**src/rtl/fetch_stage_pkg.sv**
```systemverilog
// Shared definitions for the LEGv8 fetch stage: FSM states, PC step and opcode field.
package fetch_stage_pkg;

  typedef enum logic [1:0] {
    REQ  = 2'd0,
    WAIT = 2'd1,
    HOLD = 2'd2
  } fetchState_t;

  localparam int unsigned PC_STEP    = 4;
  localparam int unsigned OPC_MSB    = 31;
  localparam int unsigned OPC_LSB    = 21;
  localparam int unsigned INSN_W_DEF = 32;

endpackage

```
**src/rtl/fetch_id_reg.sv**
```systemverilog
// IF/ID pipeline register with a one-entry skid buffer for responses that
// arrive while decode is stalled.
module fetch_id_reg
  import fetch_stage_pkg::*;
#(
  parameter int unsigned PC_W   = 64,
  parameter int unsigned INSN_W = INSN_W_DEF
) (
  input  logic              clk,
  input  logic              rst_n,
  input  logic              flush,
  input  logic              stall,
  input  logic              loadNew,
  input  logic              loadBuf,
  input  logic              capture,
  input  logic [PC_W-1:0]   newPc,
  input  logic [INSN_W-1:0] newInstr,
  output logic              idValid,
  output logic [PC_W-1:0]   idPc,
  output logic [INSN_W-1:0] idInstr
);

  logic              bufValid;
  logic [PC_W-1:0]   bufPc;
  logic [INSN_W-1:0] bufInstr;

  // IF/ID register: flush beats stall, stall holds everything, otherwise load or empty.
  always_ff @(posedge clk or negedge rst_n) begin
    if (!rst_n) begin
      idValid <= 1'b0;
      idPc    <= '0;
      idInstr <= '0;
    end else if (flush) begin
      idValid <= 1'b0;
    end else if (!stall) begin
      if (loadNew) begin
        idValid <= 1'b1;
        idPc    <= newPc;
        idInstr <= newInstr;
      end else if (loadBuf && bufValid) begin
        idValid <= 1'b1;
        idPc    <= bufPc;
        idInstr <= bufInstr;
      end else begin
        idValid <= 1'b0;
      end
    end
  end

  // Skid buffer: filled when a response lands during stall, drained on release.
  always_ff @(posedge clk or negedge rst_n) begin
    if (!rst_n) begin
      bufValid <= 1'b0;
      bufPc    <= '0;
      bufInstr <= '0;
    end else if (flush) begin
      bufValid <= 1'b0;
    end else if (capture) begin
      bufValid <= 1'b1;
      bufPc    <= newPc;
      bufInstr <= newInstr;
    end else if (loadBuf && !stall) begin
      bufValid <= 1'b0;
    end
  end

endmodule

```
**src/rtl/fetch_stage.sv**
```systemverilog
// LEGv8 instruction fetch stage: PC, single-outstanding memory request FSM,
// redirect handling and the IF/ID output register.
module fetch_stage
  import fetch_stage_pkg::*;
#(
  parameter int unsigned     PC_W     = 64,
  parameter int unsigned     INSN_W   = INSN_W_DEF,
  parameter logic [PC_W-1:0] RESET_PC = '0
) (
  input  logic              clk,
  input  logic              rst_n,
  output logic              imem_req_valid,
  output logic [PC_W-1:0]   imem_req_addr,
  input  logic              imem_req_ready,
  input  logic              imem_rsp_valid,
  input  logic [INSN_W-1:0] imem_rsp_data,
  input  logic              stall,
  input  logic              redirect_valid,
  input  logic [PC_W-1:0]   redirect_pc,
  output logic              id_valid,
  output logic [PC_W-1:0]   id_pc,
  output logic [INSN_W-1:0] id_instr,
  output logic [10:0]       id_insOp
);

  fetchState_t     state, stateNext;
  logic [PC_W-1:0] pc, pcNext;
  logic            drop, dropNext;
  logic            reqEnable;
  logic            loadNew, loadBuf, capture;
  logic [PC_W-1:0] redirTarget;
  logic [PC_W-1:0] pcInc;

  assign redirTarget    = redirect_pc & ~PC_W'(3);
  assign pcInc          = pc + PC_W'(PC_STEP);
  assign imem_req_valid = reqEnable && (state == REQ);
  assign imem_req_addr  = pc;
  assign id_insOp       = id_instr[OPC_MSB:OPC_LSB];

  // State, PC and drop flag; reqEnable keeps the request low until the first edge out of reset.
  always_ff @(posedge clk or negedge rst_n) begin
    if (!rst_n) begin
      state     <= REQ;
      pc        <= RESET_PC;
      drop      <= 1'b0;
      reqEnable <= 1'b0;
    end else begin
      state     <= stateNext;
      pc        <= pcNext;
      drop      <= dropNext;
      reqEnable <= 1'b1;
    end
  end

  // Next-state, next-PC and IF/ID control decode; redirect always wins over stall.
  always_comb begin
    stateNext = state;
    pcNext    = pc;
    dropNext  = drop;
    loadNew   = 1'b0;
    loadBuf   = 1'b0;
    capture   = 1'b0;
    case (state)
      REQ: begin
        if (imem_req_valid && imem_req_ready) begin
          stateNext = WAIT;
          if (redirect_valid) begin
            dropNext = 1'b1;
            pcNext   = redirTarget;
          end
        end else if (redirect_valid) begin
          pcNext = redirTarget;
        end
      end
      WAIT: begin
        if (imem_rsp_valid) begin
          // The response retires the outstanding request whatever happens to its data.
          stateNext = REQ;
          dropNext  = 1'b0;
          if (redirect_valid) begin
            pcNext = redirTarget;
          end else if (!drop) begin
            if (!stall) begin
              loadNew = 1'b1;
              pcNext  = pcInc;
            end else begin
              capture   = 1'b1;
              stateNext = HOLD;
            end
          end
        end else if (redirect_valid) begin
          dropNext = 1'b1;
          pcNext   = redirTarget;
        end
      end
      HOLD: begin
        if (redirect_valid) begin
          stateNext = REQ;
          pcNext    = redirTarget;
        end else if (!stall) begin
          loadBuf   = 1'b1;
          pcNext    = pcInc;
          stateNext = REQ;
        end
      end
      default: stateNext = REQ;
    endcase
  end

  fetch_id_reg #(
    .PC_W  (PC_W),
    .INSN_W(INSN_W)
  ) u_idReg (
    .clk     (clk),
    .rst_n   (rst_n),
    .flush   (redirect_valid),
    .stall   (stall),
    .loadNew (loadNew),
    .loadBuf (loadBuf),
    .capture (capture),
    .newPc   (pc),
    .newInstr(imem_rsp_data),
    .idValid (id_valid),
    .idPc    (id_pc),
    .idInstr (id_instr)
  );

endmodule

```
**config.mk**
```make
export PLATFORM = sky130hd
export DESIGN_NAME = fetch_stage
export DESIGN_NICKNAME = d
export VERILOG_FILES = /design/src/rtl/fetch_stage_pkg.sv /design/src/rtl/fetch_id_reg.sv /design/src/rtl/fetch_stage.sv
export SDC_FILE = /design/constraint.sdc
export NUM_CORES = 1
export LEC_CHECK = 0
export ABC_AREA = 1
export BUFFER_PORTS_ARGS = -buffer_cell sky130_fd_sc_hd__buf_2
export CAP_MARGIN = 25
export CORE_MARGIN = 2
export CORE_UTILIZATION = 55
export DETAILED_ROUTE_END_ITERATION = 6
export PLACE_DENSITY_LB_ADDON = 0.1
export SYNTH_ARGS = -nofsm -noshare
export SYNTH_HDL_FRONTEND = slang
export SYNTH_SLANG_ARGS = --single-unit
```
**constraint.sdc**
```tcl
create_clock -name clk -period 2.36 [get_ports clk]
set_input_delay 0.118 -clock clk [delete_from_list [all_inputs] [get_ports clk]]
set_output_delay 0.118 -clock clk [all_outputs]
set_load 0.01 [all_outputs]
```
# Word-level counts from Yosys, hierarchy flattened
# Index checks and enable logic that the tools add are counted.
# totals
regBits,262
input_bits,102
out_inout_bits,173
elab_cells,77
# op_classes
bitwise_logic,2
reduce_logical,15
eq_ne,7
mux,42
n_addsub,1
# ops
operator,count
$mux 64,8
$pmux 64 s3,1
$add 64x3->64 const B,1
$mux 32,2
$mux 1,22
$mux 2,7
$pmux 2 s3,1
$reduce_and 2->1,3
$reduce_and 3->1,2
$reduce_bool 3->1,2
$logic_and 1x1->1,4
$ne 2x1->1 const B,2
$ne 4x4->1 const B,1
$reduce_bool 2->1,2
$ne 3x3->1 const B,1
$eq 2x1->1 const B,1
$eq 2x2->1 const B,1
$logic_not 2->1,1
$ne 2x2->1 const B,1
$not 1->1,2
$pmux 1 s2,1
$logic_not 1->1,1

# Depth between registers and ports, before layout
# Gate-level depths: netlist of run 1.
# logic_depth
ltp_word,8
ltp_mapped,15

# Modules after synthesis
# A second synthesis of run 1 with hierarchy kept.
# hier_totals
cells_unflattened,2162
area_unflattened_um2,15030.7
# by_module_without_submodules
mod,cells_each,n_inst,area_per_inst_um2
fetch_id_reg,1153,1,8839.7
fetch_stage,1009,1,6190.9

# Least setup slack after synthesis of run 1
# No wires, ideal clock.
# synth_timing
path_kind,register -> register
startpoint,"register pc[3], in the netlist imem_req_addr[3]"
endpoint,"register pc[42], in the netlist imem_req_addr[42]"
setup_time_ps,117
t_arrival_ps,1746
path_stages_with_launch,13
t_required_ps,2243
path_slack_ps,497
period_less_slack_ps,1863
cell_sequence,dfrtp_1 ha_1 nand2_1 nor2_2 nand3_4 nor2_8 nand3_4 nor2_8 nand4_1 nand2_1 nand3_1 nand2_1 nand2_1
# synth_between
elab_chain_len,6
word_cells_on_any_way,7
# synth_lines
item,line,source
start: declaration,fetch_stage.sv:27,"logic [PC_W-1:0] pc, pcNext;"
start signal: assignment,fetch_stage.sv:49,pc <= pcNext;
$add 64x3->64 (*),fetch_stage.sv:35,assign pcInc = pc + PC_W'(PC_STEP);
$mux 64 (*),"fetch_stage.sv:83, fetch_stage.sv:100",
$mux 64,fetch_stage.sv:82,end else if (!drop) begin
$mux 64,fetch_stage.sv:80,if (redirect_valid) begin
$mux 64,fetch_stage.sv:76,if (imem_rsp_valid) begin
$pmux 64 s3 (*),fetch_stage.sv:63,case (state)
# Mark *: on every way between the ends. The rest lies on a longest branch, timed or not. The select of a mux whose other input is x is not followed.
# A chain may end at the register's enable or synchronous reset.

# Worst setup path in the final report of run 1
# layout_timing
startpoint,register state[1]
endpoint,register u_idReg.bufInstr[14]
# layout_between
elab_chain_len,3
# layout_lines
item,line,source
start: declaration,fetch_stage.sv:26,"fetchState_t state, stateNext;"
start signal: assignment,fetch_stage.sv:48,state <= stateNext;
$eq 2x1->1,fetch_stage.sv:63,
$mux 1,fetch_stage.sv:63,
$reduce_and 2->1 (no line),n/a,
end signal: assignment,fetch_id_reg.sv:61,bufInstr <= newInstr;
end: declaration,fetch_id_reg.sv:25,logic [INSN_W-1:0] bufInstr;
# Every way passes these cells.

==> reports/summary.txt, run 1 <==
status: finished with violations
failing checks: DRC
CP required: 2840 ps
Die Span Y: 169 microns
crit-path cells: inv_1 -> ha_1 -> nand3_4 -> buf_12 -> nor2_4 -> buf_4 -> nand2_1 -> nand2_1
Power Density: 1340 mW/mm^2
Crit path arrival time: 2690 ps
synth warn: 0
drt first pass iters: 7
setup TNS: 0 ps
critical path class: register to register
cell internal pwr: 13600 uW
P_sw: 11100 uW
worst-margin pin slew: 626 ps
Clock Power Share: 0.184
starting DRC count in detailed routing: 1711
post-synthesis compound-gate area fraction: 0.163
max-cap violations: 0
worst vdd ir: 0.00154 V
Clock Sinks: 262
Synth async-reset ratio: 1.00
drt drc: 11
dpl cells: 2622
CP delay by family, top: buffers and inverters
port bufs: 272
Skew-Pair Late Insertion Delay: 550 ps
WL met1: 22800 microns
Post-Syn Nets: 2170
CP Depth: 8
initial core utilization: 0.556
TritonCTS clock tree: yes
post-synthesis xor/xnor area fraction: 0
die area: 0.0284 sq mm
Synth Area in Adders: 0.00419
Hold Path Depth: 5
dpl ws: 112 ps
vias in the first global route: 14700
Post-Syn Instances: 2063
CP endpoint kind: register
Slew headroom: 0.583
final wirelength: 51100 microns
cell area after synthesis: 0.0149 sq mm
critical path's largest stage delay: 530 ps
largest family of logic cells by synthesized area: simple AND/OR/NAND/NOR gates
Synth Flop Type: dfrtp_1
Seq pwr share: 0.344
final hold vios: 0
top sig layer: met4
worst min path class: primary input to register
final setup violation count: 0
initial antenna violation count: 0
Design Area, Final: 0.0185 sq mm
Cell variety after synth: 51
RSZ-0062 raised after global routing: false
Non-Filler Instances: 2735
layout cells sized above 1: 0.205
Fill cells: 2351
Rows: 60
crit-path max FO: 97
Num CTS Buffers: 28
Syn Area/Cell: 7.23 sq um
Ant. Diodes: 0
metal2 WL: 22300 microns
final worst slack: 155 ps
startpoint types: register
Seq/Total Area, Yosys: 0.440
mean number of vias per cell: 5.74
Die X: 169 microns
DR WL/cell: 18.7 microns
flip-flop and latch count after synthesis: 262
post-synthesis mux area share: 0
number of flops mapped to enable cells by yosys: 0
Max Clk Rate: 453 MHz
Lkg Pwr: 0.00895 uW
Switching Fraction: 0.449
fin crit share: 0.934
DR WL met3: 4720 microns
Synth Area in Simple Gates: 0.309
routed vias: 15700
largest net degree at the start of global routing: 99
placed inst area: 0.0169 sq mm
RD Place Congestion: 0.990
Final Critical Period: 2210 ps
buffer and inverter count on the worst path: 3
Final nets: 2479
total power: 24700 uW
clock buffer depth: 3
antenna-violating nets left: 0
Top Ports: 275
Synth-to-Final Area Change: 24.0%
Reg clk slew, reported paths: 60 ps
post-DP HPWL: 35500 microns
Register-to-Register Path Depth: 8
Root Buffer: clkbuf_16
most used cell along the critical path: nand2_1
CORE AREA: 0.0268 sq mm
GRT overflow: 0
first-pass GRT wire length: 80400 microns
htree depth: 1
Slowest-stage cell, CP: buf_4
max-slew violations: 0
combinational fraction of design power: 0.471
gr usage total: 0.355
Worst Skew: 17.0 ps
synth_stat cells, drive strengths merged (2+ instances only):
master / instances / area share
nand3: 88 / 0.033
clkbuf: 74 / 0.019
nor2: 331 / 0.094
o311ai: 3 / 0.0018
nor3: 38 / 0.014
a211oi: 2 / 0.0010
buf: 67 / 0.026
dfrtp: 262 / 0.44
and3: 2 / 0.00084
a32o: 2 / 0.0013
ha: 5 / 0.0042
o211ai: 7 / 0.0035
a31oi: 105 / 0.044
o22ai: 8 / 0.0034
o21ai: 211 / 0.071
nand2: 549 / 0.14
a22oi: 4 / 0.0020
o221ai: 4 / 0.0023
nand4: 39 / 0.019
a21oi: 80 / 0.028
inv: 150 / 0.038
o31ai: 5 / 0.0025
or2: 18 / 0.0076
placed cells by master (no fill, tap or decap), types with 29 or more instances in the layout:
| cell | count |
|---|---|
| nand2_1 | 539 |
| inv_1 | 133 |
| clkbuf_16 | 29 |
| buf_2 | 271 |
| nor2_1 | 307 |
| nand3_1 | 82 |
| a31oi_1 | 105 |
| nand4_1 | 36 |
| dlygate4sd3_1 | 59 |
| buf_4 | 73 |
| nor3_1 | 36 |
| dfrtp_1 | 262 |
| a21oi_1 | 78 |
| o21ai_0 | 191 |
layout make-up:
cell class / count / area (sq um) / area share
Clock buffer: 44 / 882 / 0.0477
Clock inverter: 8 / 78.8 / 0.00426
Multi-Input combinational cell: 1509 / 7140 / 0.386
Timing Repair Buffer: 420 / 2830 / 0.153
Inverter: 151 / 578 / 0.0313
Sequential cell: 262 / 6560 / 0.355
Tap cell: 341 / 427 / 0.0231
worst min-delay path, stage by stage:
cell	delay (ps)
buf_2	110
o21ai_0	140
a21oi_1	40
nand2_1	60
a21oi_1	60
per-stage QoR:
step,util,hold slack (ps)
after floorplan,-,-178
after global placement,0.631,141
after detailed placement,0.631,142
after CTS,0.689,0.385
after global routing,0.690,31.6
final,0.690,8.52
cell families (layout without fill, tap and decap cells):
logic type / Yosys count / after routing
flops: 262 / 262
compound gates: 436 / 436
fa+ha+maj: 5 / 5
simple gates: 1067 / 1067
other cells: 1 / 1
buf+inv: 292 / 623
registers in the layout, indices dropped and copies added (netlist names):
| name | flops |
|---|---|
| u_idReg.bufInstr | 32 |
| u_idReg.idValid | 1 |
| imem_req_addr | 64 |
| state | 2 |
| u_idReg.bufPc | 64 |
| reqEnable | 1 |
| drop | 1 |
| u_idReg.idPc | 64 |
| u_idReg.bufValid | 1 |
| u_idReg.idInstr | 32 |
power groups by stage:
stage / logic [uW] / clock network (uW) / registers (uW)
after detailed placement: 11300 / 0 / 8490
final: 11700 / 4560 / 8510
after global routing: 12900 / 4790 / 8760
after global placement: 11100 / 0 / 8400
after CTS: 11400 / 4610 / 8430
after floorplan: 6400 / 0 / 8650
path summary, 6_finish.rpt:
kind                                   startpoint              endpoint  slack (ps)
worst max-delay path                     state[1]  u_idReg.bufInstr[14]         150
worst min-delay path              redirect_pc[49]     imem_req_addr[49]           9
worst max register to register           state[1]  u_idReg.bufInstr[14]         150
worst min register to register  u_idReg.bufPc[16]     u_idReg.bufPc[16]         470
max in group asynchronous                   rst_n      u_idReg.idPc[27]        1510
min in group asynchronous                   rst_n  u_idReg.bufInstr[23]         130
repair_timing:
action                                  4_1_cts  5_1_grt
endpoints found under the hold margin       158        0
setup buffers                                 0        2
endpoints found under the setup margin        0        4
resized for setup                             0        2
hold buffers                                 59        0
per-layer routing:
| metal | vias up | global-route usage |
|---|---|---|
| met5 | - | 0 |
| met4 | 0 | 0.0918 |
| met3 | 89 | 0.0442 |
| met2 | 799 | 0.536 |
| met1 | 7386 | 0.544 |
| li1 | 7414 | - |
Note: power is estimated with default switching activity, not from simulation.
==> run 2: changes to the inputs <==
--- a/config.mk
+++ b/config.mk
@@ -9,7 +9,7 @@
 export BUFFER_PORTS_ARGS = -buffer_cell sky130_fd_sc_hd__buf_2
 export CAP_MARGIN = 25
 export CORE_MARGIN = 2
-export CORE_UTILIZATION = 55
+export CORE_UTILIZATION = 51
 export DETAILED_ROUTE_END_ITERATION = 6
 export PLACE_DENSITY_LB_ADDON = 0.1
 export SYNTH_ARGS = -nofsm -noshare
==> constraint.sdc (replaced) <==
create_clock -name clk -period 2 [get_ports clk]
set_input_delay 0.1 -clock clk [delete_from_list [all_inputs] [get_ports clk]]
set_output_delay 0.1 -clock clk [all_outputs]
set_load 0.01 [all_outputs]
==> reports/summary.txt, run 2 (synthesized netlist as in run 1, its figures left out) <==
status: finished with violations
failing checks: setup timing
initial antenna violation count: 0 (unchanged)
die area: 0.0306 sq mm (+7.7%)
Die X: 175 microns (+3.8%)
FF/Latch Area: 0.00657 sq mm (+0.19%)
Top Ports: 275 (unchanged)
Slew headroom: 0.495 (-0.0878)
Final Critical Period: 2010 ps (-190 ps)
Power Density: 1550 mW/mm^2 (+16%)
final hold vios: 0 (unchanged)
port bufs: 272 (unchanged)
first-pass GRT wire length: 82100 microns (+2.1%)
post-DP HPWL: 37800 microns (+6.5%)
leading cell types in the layout, fill and taps excluded: 536 x nand2_1, 290 x nor2_1, 271 x buf_2
GRT overflow: 0 (unchanged)
placed inst area: 0.0177 sq mm (+4.5%)
CP endpoint kind: register
CP required: 2480 ps (-360 ps)
layout cells sized above 1: 0.260 (+0.0549)
footprint of the multi-input gates: 0.00732 sq mm (+2.5%)
worst-margin pin slew: 757 ps (+132 ps)
Root Buffer: clkbuf_16
mean number of vias per cell: 5.64 (-1.7%)
Reg clk slew, reported paths: 60 ps (about the same)
Skew-Pair Late Insertion Delay: 580 ps (+30 ps)
worst vdd ir: 0.00137 V (-11%)
Final nets: 2610 (+5.3%)
drt first pass iters: 6 (-1)
final worst slack: -14.7 ps (-170 ps)
worst min path class: primary input to register
clock buffer depth: 3 (unchanged)
drt drc: 0 (-11)
RSZ-0062 raised after global routing: true
antenna-violating nets left: 0 (unchanged)
Rows: 62 (+3.3%)
Lkg Pwr: 0.00962 uW (+7.5%)
gr usage total: 0.339 (-0.0162)
final setup violation count: 1 (+1)
critical path class: register to register
Num CTS Buffers: 30 (+7.1%)
Worst Skew: 19.6 ps (+2.61 ps)
starting DRC count in detailed routing: 1755 (+2.6%)
Clock Sinks: 262 (unchanged)
RD Place Congestion: 1.01 (+1.7%)
max-cap violations: 0 (unchanged)
vias in the first global route: 14800 (+1.2%)
Fill cells: 2494 (+6.1%)
Crit path arrival time: 2490 ps (-200 ps)
Design Area, Final: 0.0199 sq mm (+7.6%)
initial core utilization: 0.518 (-0.0383)
Max Clk Rate: 496 MHz (+9.5%)
DR WL/cell: 18.8 microns (+0.70%)
routed vias: 16400 (+4.6%)
dpl ws: -35.3 ps (-147 ps)
Die Span Y: 175 microns (+3.8%)
htree depth: 1 (unchanged)
most common cell after layout, fill and taps aside: nand2_1
max-slew violations: 0 (unchanged)
CORE AREA: 0.0288 sq mm (+7.4%)
final wirelength: 54700 microns (+7.2%)
largest net degree at the start of global routing: 99 (unchanged)
startpoint types: register
TritonCTS clock tree: yes
Synth-to-Final Area Change: 33.4%
Util after Layout: 0.691 (+0.00119)
fin crit share: 1.01 (+0.0730)
crit-path max FO: 5 (-95%)
Ant. Diodes: 0 (unchanged)
run 2: cell types whose count changed in the layout (fill, tap and decap cells not counted), moves of 10 or more:
cell           delta
nor2_1           -17
nor2_2           +12
dfrtp_1          -10
buf_4           +105
dfrtp_2          +10
dlygate4sd3_1    +13
run 2: critical path, stage by stage (launching register included):
cell and delay (ps):
dfrtp_1 410, ha_4 190, nand2_4 60, nor2_4 130, nand3_4 140, nor2_8 220, nand4_4 210, nor2_4 200
nand4_1 110, nand2_1 90, nand2_1 50, nand2_1 50, nand2_1 50
run 2: per-layer routing:
metal	vias up	part of all wire	global-route usage	routed length, microns
met1	7778	0.45	0.508	24400
met2	846	0.44	0.511	24100
met3	107	0.086	0.0520	4720
li1	7686	-	-	-
met5	-	0	0	0
met4	0	0.029	0.0938	1570
run 2: through the flow:
step | instances | setup TNS, ps | power, uW | hold WS [ps]
global placement | 2765 | -3.24 | 24000 | 121
finish | 2911 | -14.7 | 30800 | 10.7
detailed placement | 2765 | -41.9 | 24400 | 121
global route | 2911 | -2570 | 32700 | 51.1
CTS | 2893 | 0 | 30100 | 2.72
floorplan | 2063 | 0 | 17800 | -196
run 2: layout make-up:
cell class              count  share of cell area
clock inverters             9             0.00553
multi-input cells        1509               0.368
flip-flops and latches    262               0.330
repair inverters            1            0.000440
well taps                 384              0.0242
inverters                 151              0.0294
clock buffers              47              0.0450
repair buffers            548               0.197
run 2: timing repair:
action,CTS,global route
hold buffers,72,0
endpoints found under the hold margin,328,0
cloned,0,5
setup buffers,0,13
resized for setup,4,74
pin swaps,0,15
endpoints found under the setup margin,3,177
run 2: final timing paths:
kind,cells after the start,to,slack (ps),startpoint
max,12,imem_req_addr[52],-10,imem_req_addr[2]
min,8,imem_req_addr[40],10,redirect_pc[40]
max reg2reg,12,imem_req_addr[52],-10,imem_req_addr[2]
min reg2reg,2,u_idReg.bufPc[38],460,u_idReg.bufPc[38]
max in group asynchronous,3,u_idReg.bufInstr[6],1180,rst_n
min in group asynchronous,2,u_idReg.bufInstr[21],100,rst_n
run 2: report_power, final:
part / switching [uW] / internal [uW]
registers: 1980 / 7840
clock network: 2350 / 3210
logic: 9370 / 6020
==> run 3: changes to the inputs <==
--- a/config.mk
+++ b/config.mk
@@ -9,7 +9,7 @@
 export BUFFER_PORTS_ARGS = -buffer_cell sky130_fd_sc_hd__buf_2
 export CAP_MARGIN = 25
 export CORE_MARGIN = 2
-export CORE_UTILIZATION = 51
+export CORE_UTILIZATION = 31
 export DETAILED_ROUTE_END_ITERATION = 6
 export PLACE_DENSITY_LB_ADDON = 0.1
 export SYNTH_ARGS = -nofsm -noshare
==> reports/summary.txt, run 3 (synthesized netlist as in run 1, its figures left out) <==
starting DRC count in detailed routing: 1284 (-27%)
mean number of vias per cell: 5.09 (-9.8%)
largest net degree at the start of global routing: 99 (unchanged)
Final nets: 2633 (+0.88%)
critical path class: register to register
port bufs: 272 (unchanged)
gr usage total: 0.243 (-0.0962)
final hold vios: 0 (unchanged)
Reg clk slew, reported paths: 60 ps (about the same)
Worst Skew: 23.4 ps (+3.81 ps)
worst-margin pin slew: 509 ps (-248 ps)
RD Place Congestion: 0.913 (-9.2%)
max-cap violations: 0 (unchanged)
fin crit share: 1.00 (-0.00677)
final wirelength: 62700 microns (+14%)
layout cells sized above 1: 0.281 (+0.0212)
status: finished with violations
Lkg Pwr: 0.00986 uW (+2.5%)
Skew-Pair Late Insertion Delay: 550 ps (-30 ps)
Non-Filler Instances: 3165 (+8.7%)
worst min path class: primary input to register
final setup violation count: 1 (unchanged)
worst vdd ir: 0.000784 V (-43%)
Rows: 80 (+29%)
CORE AREA: 0.0476 sq mm (+66%)
Register-to-Register Path Depth: 12 (unchanged)
Die X: 223 microns (+28%)
Design Area, Final: 0.0207 sq mm (+3.9%)
post-DP HPWL: 44800 microns (+18%)
Clock Sinks: 262 (unchanged)
leading cell types in the layout, fill and taps excluded: 535 x nand2_1, 280 x nor2_1, 271 x buf_2
drt drc: 0 (unchanged)
GRT overflow: 0 (unchanged)
die area: 0.0499 sq mm (+63%)
Die Span Y: 223 microns (+28%)
antenna-violating nets left: 0 (unchanged)
startpoint types: register
Fill cells: 4936 (+98%)
Root Buffer: clkbuf_16
Ant. Diodes: 0 (unchanged)
DR WL/cell: 19.8 microns (+5.3%)
initial core utilization: 0.313 (-0.205)
most common cell after layout, fill and taps aside: nand2_1
initial antenna violation count: 0 (unchanged)
final worst slack: -1.14 ps (+13.5 ps)
placed inst area: 0.0183 sq mm (+3.6%)
clock buffer depth: 3 (unchanged)
Top Ports: 275 (unchanged)
RSZ-0062 raised after global routing: true
CP required: 2440 ps (-40 ps)
drt first pass iters: 7 (+1)
dpl ws: -173 ps (-138 ps)
CP endpoint kind: register
crit-path max FO: 8 (+3)
Crit path arrival time: 2440 ps (-50 ps)
routed vias: 16100 (-1.9%)
Num CTS Buffers: 35 (+17%)
Slew headroom: 0.661 (+0.166)
failing checks: setup timing
Max Clk Rate: 500 MHz (+0.68%)
Synth-to-Final Area Change: 38.6%
max-slew violations: 0 (unchanged)
TritonCTS clock tree: yes
Final Critical Period: 2000 ps (-13.5 ps)
htree depth: 2 (+1)
vias in the first global route: 15300 (+3.1%)
Power Density: 1560 mW/mm^2 (+0.79%)
Hold Path Depth: 5 (-3)
first-pass GRT wire length: 93500 microns (+14%)
dpl cells: 3028 (+9.5%)
==> run 3: cell count changes in the layout (fill, tap and decap cells not counted), sizes merged <==
cell	change
clkbuf	+4
buf	+29
dlygate4sd3	-11
bufinv	+1
clkinv	+3
clkinvlp	-3
==> run 3: path summary, 6_finish.rpt <==
check                                  start                    to  slack [ps]
setup / recovery           imem_req_addr[18]     imem_req_addr[42]          -1
hold / removal               redirect_pc[62]     imem_req_addr[62]          40
setup reg to reg           imem_req_addr[18]     imem_req_addr[42]          -1
hold reg to reg            u_idReg.bufPc[35]     u_idReg.bufPc[35]         470
max in group asynchronous              rst_n     imem_req_addr[37]        1130
min in group asynchronous              rst_n  u_idReg.bufInstr[28]          60
==> run 3: cell type report <==
cell class	count	area, sq um	share of cell area
flip-flops and latches	262	6570	0.318
clock inverters	10	126	0.00611
clock buffers	51	1030	0.0496
multi-input cells	1509	7430	0.360
well taps	615	769	0.0372
inverters	151	603	0.0292
repair inverters	1	11.3	0.000545
repair buffers	566	4140	0.200
==> run 3: power breakdown <==
group	switching, uW	internal (uW)	leakage [uW]
clock network	2560	3830	0.000570
registers	2020	7850	0.00327
logic	9700	6290	0.00602
==> run 3: worst max-delay path, stage by stage (launching register included) <==
cell	delay [ps]
dfrtp_2	470
nand2_2	130
nor2_8	180
buf_12	130
inv_2	40
nor2_2	200
nand3_4	150
nor2_8	210
nand4_1	130
nand2_1	90
nand3_1	60
nand2_1	70
nand2_1	40
==> run 3: timing repair <==
action                                  CTS  global route
resized for setup                        13           102
cloned                                    0             6
buffers inserted                          2             8
endpoints found under the setup margin   25           154
hold buffers                             61             0
endpoints found under the hold margin   340             0
pin swaps                                 1            21
==> run 3: stage by stage <==
step           hold WS (ps)  utilization  setup TNS, ps  power [uW]
6_report               35.8        0.434          -1.14       32200
4_1_cts                16.7        0.423          -10.9       31800
5_1_grt                39.8        0.434           -934       34600
3_3_place_gp           72.0        0.385          -1530       24900
3_5_place_dp           76.3        0.385          -1430       25200
2_1_floorplan          -196            -              0       17800
==> run 3: per-layer routing <==
| layer | up-vias | wire [microns] | global-route usage |
|---|---|---|---|
| met1 | 7777 | 30400 | 0.364 |
| met2 | 536 | 27400 | 0.367 |
| met3 | 74 | 3800 | 0.0374 |
| li1 | 7720 | - | - |
| met5 | - | 0 | 0 |
| met4 | 0 | 1110 | 0.0551 |
